## config.mk

```make
export PLATFORM = sky130hd
export DESIGN_NAME = calc1_port_driver
export DESIGN_NICKNAME = d
export VERILOG_FILES = /design/src/rtl/calc1_pkg.sv /design/src/rtl/calc1_wdog.sv /design/src/rtl/calc1_port_driver.sv
export SDC_FILE = /design/constraint.sdc
export NUM_CORES = 1
export LEC_CHECK = 0
export CORE_MARGIN = 2
export CORE_UTILIZATION = 40
export DETAILED_ROUTE_END_ITERATION = 10
export PLACE_DENSITY_LB_ADDON = 0.3
export SLEW_MARGIN = 20
export SYNTH_ARGS = -nofsm -noshare
export SYNTH_HDL_FRONTEND = slang
export SYNTH_SLANG_ARGS = --single-unit
```

## constraint.sdc

```tcl
create_clock -name c_clk -period 1.69 [get_ports c_clk]
set_clock_uncertainty 0.15 [all_clocks]
set_input_delay 0.338 -clock c_clk [delete_from_list [all_inputs] [get_ports c_clk]]
set_output_delay 0.338 -clock c_clk [all_outputs]
set_load 0.02 [all_outputs]
```

## src/rtl/calc1_pkg.sv

```systemverilog
// calc1_pkg
//   Shared definitions for the calc1 port driver slice: calc1 command and
//   response encodings, the driver FSM state type and a command validity
//   helper used by the optional command pre-check.
//   No ports (package).
package calc1_pkg;

  // calc1 command encodings (4-bit, MSB-first)
  localparam logic [0:3] CMD_NOP = 4'd0;
  localparam logic [0:3] CMD_ADD = 4'd1;
  localparam logic [0:3] CMD_SUB = 4'd2;
  localparam logic [0:3] CMD_SHL = 4'd5;
  localparam logic [0:3] CMD_SHR = 4'd6;

  // calc1 response codes (2-bit, MSB-first); RSP_NONE means "no response this cycle"
  localparam logic [0:1] RSP_NONE = 2'd0;
  localparam logic [0:1] RSP_OK   = 2'd1;
  localparam logic [0:1] RSP_ERR  = 2'd2;
  localparam logic [0:1] RSP_IERR = 2'd3;

  // Driver FSM states, shared with anything that monitors the port protocol
  typedef enum logic [2:0] {
    ST_IDLE      = 3'd0,
    ST_SEND_OP1  = 3'd1,
    ST_SEND_OP2  = 3'd2,
    ST_WAIT_RESP = 3'd3,
    ST_RESP_HOLD = 3'd4
  } drv_state_e;

  // True for the commands calc1 actually implements
  function automatic logic cmd_is_valid(input logic [0:3] cmd);
    return (cmd == CMD_ADD) || (cmd == CMD_SUB) ||
           (cmd == CMD_SHL) || (cmd == CMD_SHR);
  endfunction

endpackage

```

## src/rtl/calc1_wdog.sv

```systemverilog
// calc1_wdog
//   Response watchdog for the calc1 port driver. Counts cycles spent waiting
//   for a calc1 response and flags expiry once TIMEOUT_CYCLES-1 is reached.
// Parameters
//   TIMEOUT_CYCLES  number of waiting cycles before expiry (>= 2)
// Ports
//   clk_i     in  clock, rising edge
//   rst_ni    in  asynchronous active-low reset (counter -> 0)
//   clear_i   in  clear counter to 0 (wins over enable_i)
//   enable_i  in  advance counter by one this cycle
//   expire_o  out counter has reached TIMEOUT_CYCLES-1
module calc1_wdog #(
  parameter int TIMEOUT_CYCLES = 64
) (
  input  logic clk_i,
  input  logic rst_ni,
  input  logic clear_i,
  input  logic enable_i,
  output logic expire_o
);

  localparam int CNT_W = $clog2(TIMEOUT_CYCLES);
  localparam logic [CNT_W-1:0] LAST = CNT_W'(TIMEOUT_CYCLES - 1);

  logic [CNT_W-1:0] cnt_q;
  logic [CNT_W-1:0] cnt_d;

  assign expire_o = (cnt_q == LAST);

  // Counter parks at LAST so expire_o stays asserted until the next clear
  always_comb begin
    cnt_d = cnt_q;
    if (clear_i) begin
      cnt_d = '0;
    end else if (enable_i && !expire_o) begin
      cnt_d = cnt_q + CNT_W'(1);
    end
  end

  always_ff @(posedge clk_i or negedge rst_ni) begin
    if (!rst_ni) begin
      cnt_q <= '0;
    end else begin
      cnt_q <= cnt_d;
    end
  end

endmodule

```

## src/rtl/calc1_port_driver.sv

```systemverilog
// calc1_port_driver
//   Upstream request driver for one calc1 port. Accepts one op over a
//   valid/ready request channel, issues it to calc1 with the two-cycle
//   request protocol (cmd+op1, then op2), waits for the one-cycle calc1
//   response (or a watchdog timeout) and holds the result on a valid/ready
//   response channel. Only one op is outstanding at a time.
// Configuration
//   CALC1_DRV_CMD_CHECK_EN  when defined, unsupported commands are accepted
//                           but never issued; they complete at once with
//                           status RSP_ERR. Default: forward every command.
// Parameters
//   TIMEOUT_CYCLES  waiting cycles before a timeout result (>= 2)
// Ports
//   c_clk, reset_n                     clock / async active-low reset
//   req_valid/req_ready                request handshake (ready only in IDLE)
//   req_cmd, req_op1, req_op2          op to issue
//   rsp_valid/rsp_ready                response handshake
//   rsp_status, rsp_data, rsp_timeout  result (status 0 only on timeout)
//   calc_cmd_out, calc_data_out        registered request lines to calc1
//   calc_resp_in, calc_data_in         response lines from calc1
//   stray_cnt                          saturating count of unexpected responses
module calc1_port_driver
  import calc1_pkg::*;
#(
  parameter int TIMEOUT_CYCLES = 64
) (
  input  logic        c_clk,
  input  logic        reset_n,
  input  logic        req_valid,
  output logic        req_ready,
  input  logic [0:3]  req_cmd,
  input  logic [0:31] req_op1,
  input  logic [0:31] req_op2,
  output logic        rsp_valid,
  input  logic        rsp_ready,
  output logic [0:1]  rsp_status,
  output logic [0:31] rsp_data,
  output logic        rsp_timeout,
  output logic [0:3]  calc_cmd_out,
  output logic [0:31] calc_data_out,
  input  logic [0:1]  calc_resp_in,
  input  logic [0:31] calc_data_in,
  output logic [0:7]  stray_cnt
);

  drv_state_e  state_q, state_d;
  logic [0:3]  cmd_q, cmd_d;
  logic [0:31] cdata_q, cdata_d;
  logic [0:31] op2_q, op2_d;
  logic [0:1]  status_q, status_d;
  logic [0:31] rdata_q, rdata_d;
  logic        tmo_q, tmo_d;
  logic [0:7]  stray_q, stray_d;

  logic wdog_clr;
  logic wdog_en;
  logic wdog_expire;
  logic resp_seen;

  assign resp_seen = (calc_resp_in != RSP_NONE);

  calc1_wdog #(
    .TIMEOUT_CYCLES (TIMEOUT_CYCLES)
  ) u_wdog (
    .clk_i    (c_clk),
    .rst_ni   (reset_n),
    .clear_i  (wdog_clr),
    .enable_i (wdog_en),
    .expire_o (wdog_expire)
  );

  // Next-state and datapath logic. A response arriving on the last watchdog
  // edge is checked first so it wins over the timeout.
  always_comb begin
    state_d  = state_q;
    cmd_d    = cmd_q;
    cdata_d  = cdata_q;
    op2_d    = op2_q;
    status_d = status_q;
    rdata_d  = rdata_q;
    tmo_d    = tmo_q;
    stray_d  = stray_q;
    wdog_clr = 1'b0;
    wdog_en  = 1'b0;

    case (state_q)
      ST_IDLE: begin
        if (req_valid) begin
`ifdef CALC1_DRV_CMD_CHECK_EN
          if (!cmd_is_valid(req_cmd)) begin
            status_d = RSP_ERR;
            rdata_d  = '0;
            tmo_d    = 1'b0;
            state_d  = ST_RESP_HOLD;
          end else begin
            cmd_d   = req_cmd;
            cdata_d = req_op1;
            op2_d   = req_op2;
            state_d = ST_SEND_OP1;
          end
`else
          cmd_d   = req_cmd;
          cdata_d = req_op1;
          op2_d   = req_op2;
          state_d = ST_SEND_OP1;
`endif
        end
      end
      ST_SEND_OP1: begin
        cmd_d   = CMD_NOP;
        cdata_d = op2_q;
        state_d = ST_SEND_OP2;
      end
      ST_SEND_OP2: begin
        cdata_d  = '0;
        wdog_clr = 1'b1;
        state_d  = ST_WAIT_RESP;
      end
      ST_WAIT_RESP: begin
        if (resp_seen) begin
          status_d = calc_resp_in;
          rdata_d  = calc_data_in;
          tmo_d    = 1'b0;
          state_d  = ST_RESP_HOLD;
        end else if (wdog_expire) begin
          status_d = RSP_NONE;
          rdata_d  = '0;
          tmo_d    = 1'b1;
          state_d  = ST_RESP_HOLD;
        end else begin
          wdog_en = 1'b1;
        end
      end
      ST_RESP_HOLD: begin
        if (rsp_ready) begin
          state_d = ST_IDLE;
        end
      end
      default: begin
        state_d = ST_IDLE;
      end
    endcase

    // Responses outside WAIT_RESP are only counted, never captured
    if (resp_seen && (state_q != ST_WAIT_RESP) && (stray_q != 8'hFF)) begin
      stray_d = stray_q + 8'd1;
    end
  end

  always_ff @(posedge c_clk or negedge reset_n) begin
    if (!reset_n) begin
      state_q  <= ST_IDLE;
      cmd_q    <= '0;
      cdata_q  <= '0;
      op2_q    <= '0;
      status_q <= '0;
      rdata_q  <= '0;
      tmo_q    <= 1'b0;
      stray_q  <= '0;
    end else begin
      state_q  <= state_d;
      cmd_q    <= cmd_d;
      cdata_q  <= cdata_d;
      op2_q    <= op2_d;
      status_q <= status_d;
      rdata_q  <= rdata_d;
      tmo_q    <= tmo_d;
      stray_q  <= stray_d;
    end
  end

  assign req_ready     = (state_q == ST_IDLE);
  assign rsp_valid     = (state_q == ST_RESP_HOLD);
  assign rsp_status    = status_q;
  assign rsp_data      = rdata_q;
  assign rsp_timeout   = tmo_q;
  assign calc_cmd_out  = cmd_q;
  assign calc_data_out = cdata_q;
  assign stray_cnt     = stray_q;

endmodule

```

==> results of run 1 <==
worst max-delay path, cell delays in order, from the launching register on:
cell and delay (ns):
dfrtp_2 0.42, buf_6 0.13, buf_6 0.10, and3b_2 0.25, nor2_4 0.12, buf_6 0.11
buf_4 0.11, nand2_4 0.04, mux2_2 0.27
final timing paths:
path	end	depth (start not counted)
max	stray_cnt[6]	8
min	calc_cmd_out[3]	2
max reg2reg	stray_cnt[6]	8
min reg2reg	calc_data_out[31]	2
max in group asynchronous	op2_q[0]	3
min in group c_clk	calc_data_out[31]	2
where the power goes:
part	internal, uW	switching [uW]	total, uW
sequential	4240	1020	5260
combinational	6150	5530	11700
clock	2620	1310	3920
state kept, by name (all words and copies together), names as in the netlist:
register / cells
op2_q: 32
rsp_status: 2
u_wdog.cnt_q: 6
calc_data_out: 32
rsp_data: 32
stray_cnt: 8
calc_cmd_out: 4
state_q: 3
rsp_timeout: 1
cells in the final DEF (no fill, tap or decap), types with 3 or more instances in the layout:
| cell | instances |
|---|---|
| buf_16 | 14 |
| a22oi_1 | 12 |
| nand2_4 | 19 |
| buf_12 | 13 |
| a21oi_1 | 3 |
| o21ai_1 | 13 |
| a22oi_2 | 20 |
| dfrtp_1 | 117 |
| nor2_4 | 4 |
| dlygate4sd2_1 | 73 |
| nand4_1 | 6 |
| o21ai_2 | 19 |
| clkinvlp_4 | 3 |
| clkdlybuf4s15_1 | 6 |
| dfrtp_2 | 3 |
| nand2_1 | 22 |
| nor2_1 | 7 |
| clkbuf_1 | 3 |
| mux2_2 | 3 |
| clkdlybuf4s50_1 | 104 |
| inv_1 | 3 |
| o21ai_0 | 9 |
| a22o_1 | 34 |
| bufinv_16 | 5 |
| xnor2_1 | 3 |
| nand2_2 | 9 |
| mux2i_1 | 3 |
| buf_4 | 31 |
| buf_6 | 23 |
| mux2_4 | 35 |
| clkbuf_16 | 20 |
per-layer routing:
| layer | routed length [um] | part of all wire, % |
|---|---|---|
| met1 | 7270 | 42 |
| met2 | 8920 | 51 |
| met3 | 1110 | 6.3 |
| met4 | 208 | 1.2 |
| met5 | 0 | 0 |
cell families after synthesis:
kind of cell	count (synthesis)	synth area share (%)
xor gates and xnor gates	4	0.710
DFF	120	60.9
adders and majority gates	2	0.507
and+or+nand+nor	87	8.24
AOI/OAI and AO/OA	120	16.9
muxes	41	9.28
buffers and inverters	33	3.42
stage by stage:
step | std cells | hold slack, ns | total power [uW] | instance area [sq um]
after floorplan | 407 | -0.108 | 9220 | 4980
after global placement | 750 | 0.121 | 12300 | 7230
after detailed placement | 750 | 0.127 | 12600 | 7230
after CTS | 822 | 0.250 | 19400 | 8750
after global routing | 827 | 0.275 | 21800 | 9180
final | 827 | 0.270 | 20900 | 9180
Yosys cell counts, types with 2 or more instances:
library cell  count
a22oi_1          32
o21ai_0          38
nor2_1           10
dfrtp_1         120
ha_1              2
buf_2            15
clkbuf_1          8
mux2i_1           3
xnor2_1           3
nand2b_1          3
nand3_1           2
and3_1            2
nand2_1          51
and4_1            2
a22o_1           34
o21ai_1           4
inv_1             4
nand4_1           6
mux2_2           37
buf_4             5
a21oi_1           6
and2_1            2
what timing repair did:
item	in CTS	in global routing
pin swaps	28	32
setup buffers	25	6
endpoints found under the setup margin	187	123
gates resized for setup	219	105
endpoints found under the hold margin	20	0
cloned	15	3
hold buffers	1	0
area by class of cell:
cell class                 count  area (sq um)
clock buffer                  20           437
clock inverter                12           200
fill                         728          2830
inverter                       4          15.0
multi-input combinational    255          2360
sequential                   120          3010
tap                          147           184
timing repair buffer         269          2980
==> impl_metrics.yaml, run 1 <==
floorplanning:
  rows: 40
  dieArea_sq_mm: 0.0132
  core_sq_mm: 0.0120
  chipWidth_um: 115
  ios: 187
  initial_core_util_pct: 41.1
  dieHeight_um: 115
synth:
  synth_area_leaders: "dfrtp_1 61%, mux2_2 8.4%, a22o_1 6.0%, a22oi_1 4.9%, nand2_1 3.9%"
  netlist.top_cell.by_area: "dfrtp_1"
  yosysSeqAreaShare_pct: 60.9
  synthFlopType: "dfrtp_1"
  synth_top_area_share_pct: 60.9
  async_flop_share_pct: 100
  netlist_instances: 407
  synth-edff-count: 0
  synth.distinct_cells: 40
  syn_area_sq_mm: 0.00493
  ys_ff_latch: 120
  yosys_warnings: 0
  synth_fp_nets: 515
  syn_avg_cell_area_sq_um: 12.1
global_route:
  overflow: 0
  busiest_layer: "met2"
  grt_max_degree: 45
  grt_usage_pct: 25.6
  grt_pass1_wl_um: 25900
  grtUsageMet3_pct: 7.12
  grt_pass1_vias: 4809
  met1_usage_pct: 33.3
  met2_usage_pct: 42.7
  antenna_found_initial: 0
clock_tree:
  h-tree-depth: 4
  cts_tree: "built"
  clock_path_buffers: 2
  insertion_delay_ns: 0.40
  cts.sinks: 120
  cts-buffers-inserted: 17
  cts_root_buffer: "clkbuf_16"
  clkTransAtPathRegs_ns: 0.06
sta:
  worstMarginPinSlew_ns: 0.442
  post-route-min-period_ns: 1.84
  setup_tns_ns: -6.93
  max_freq_mhz: 545
  hold_viol: 0
  setup_slack_ns: -0.146
  slew_viol_final: 0
  post-route-period-util_pct: 109
  rsz0062_at_grt: "true"
  slew_headroom_pct: 70.5
  setup_viol: 96
placement:
  place_ws_ns: -0.673
  gp_congestion: 0.766
  io_buffers: 186
  hpwl_um: 9140
status:
  outcome: "finished, violations left"
  violations: "negative setup slack"
route:
  drtIter0Drc: 223
  drt-wirelength-per-cell_um: 21.2
  routed-via-count: 4516
  via_per_inst: 5.46
  ant_nets: 0
  route.detailed.drc: 0
  wl_um: 17500
  dr.pass1.iters: 4
job:
  drv_cap: 0
setup_path:
  arrival_ns: 1.97
  required_ns: 1.82
  cp-startpoint: "state_q[0]"
  startpoint_type: "flip-flop"
  worstReg2RegStart: "state_q[0]"
  reg2reg_setup_slack_ns: -0.15
  setup.worst_path.class: "flip-flop to flip-flop"
  path_max_fanout: 4
  end_kind: "flip-flop"
cells_and_area:
  drive_gt1_share_pct: 36.0
  area_delta_synth_final_pct: 86.1
  diodes: 0
  layout.nets: 775
  final_util_pct: 76.4
worst_hold_path:
  min_path_type: "input port to asynchronous set/reset pin"
power:
  p_leak_uw: 0.00432
  ir_drop_v: 0.00118
  cellPowerDensity_mw_per_mm2: 2270
(Power assumes the default switching activity.)
==> run 2, diff against run 1 <==
GPL_ROUTABILITY_DRIVEN = 0   (was default)
==> results of run 2 <==
Same layout as run 1: the final DEF is identical, and so are final timing and power.
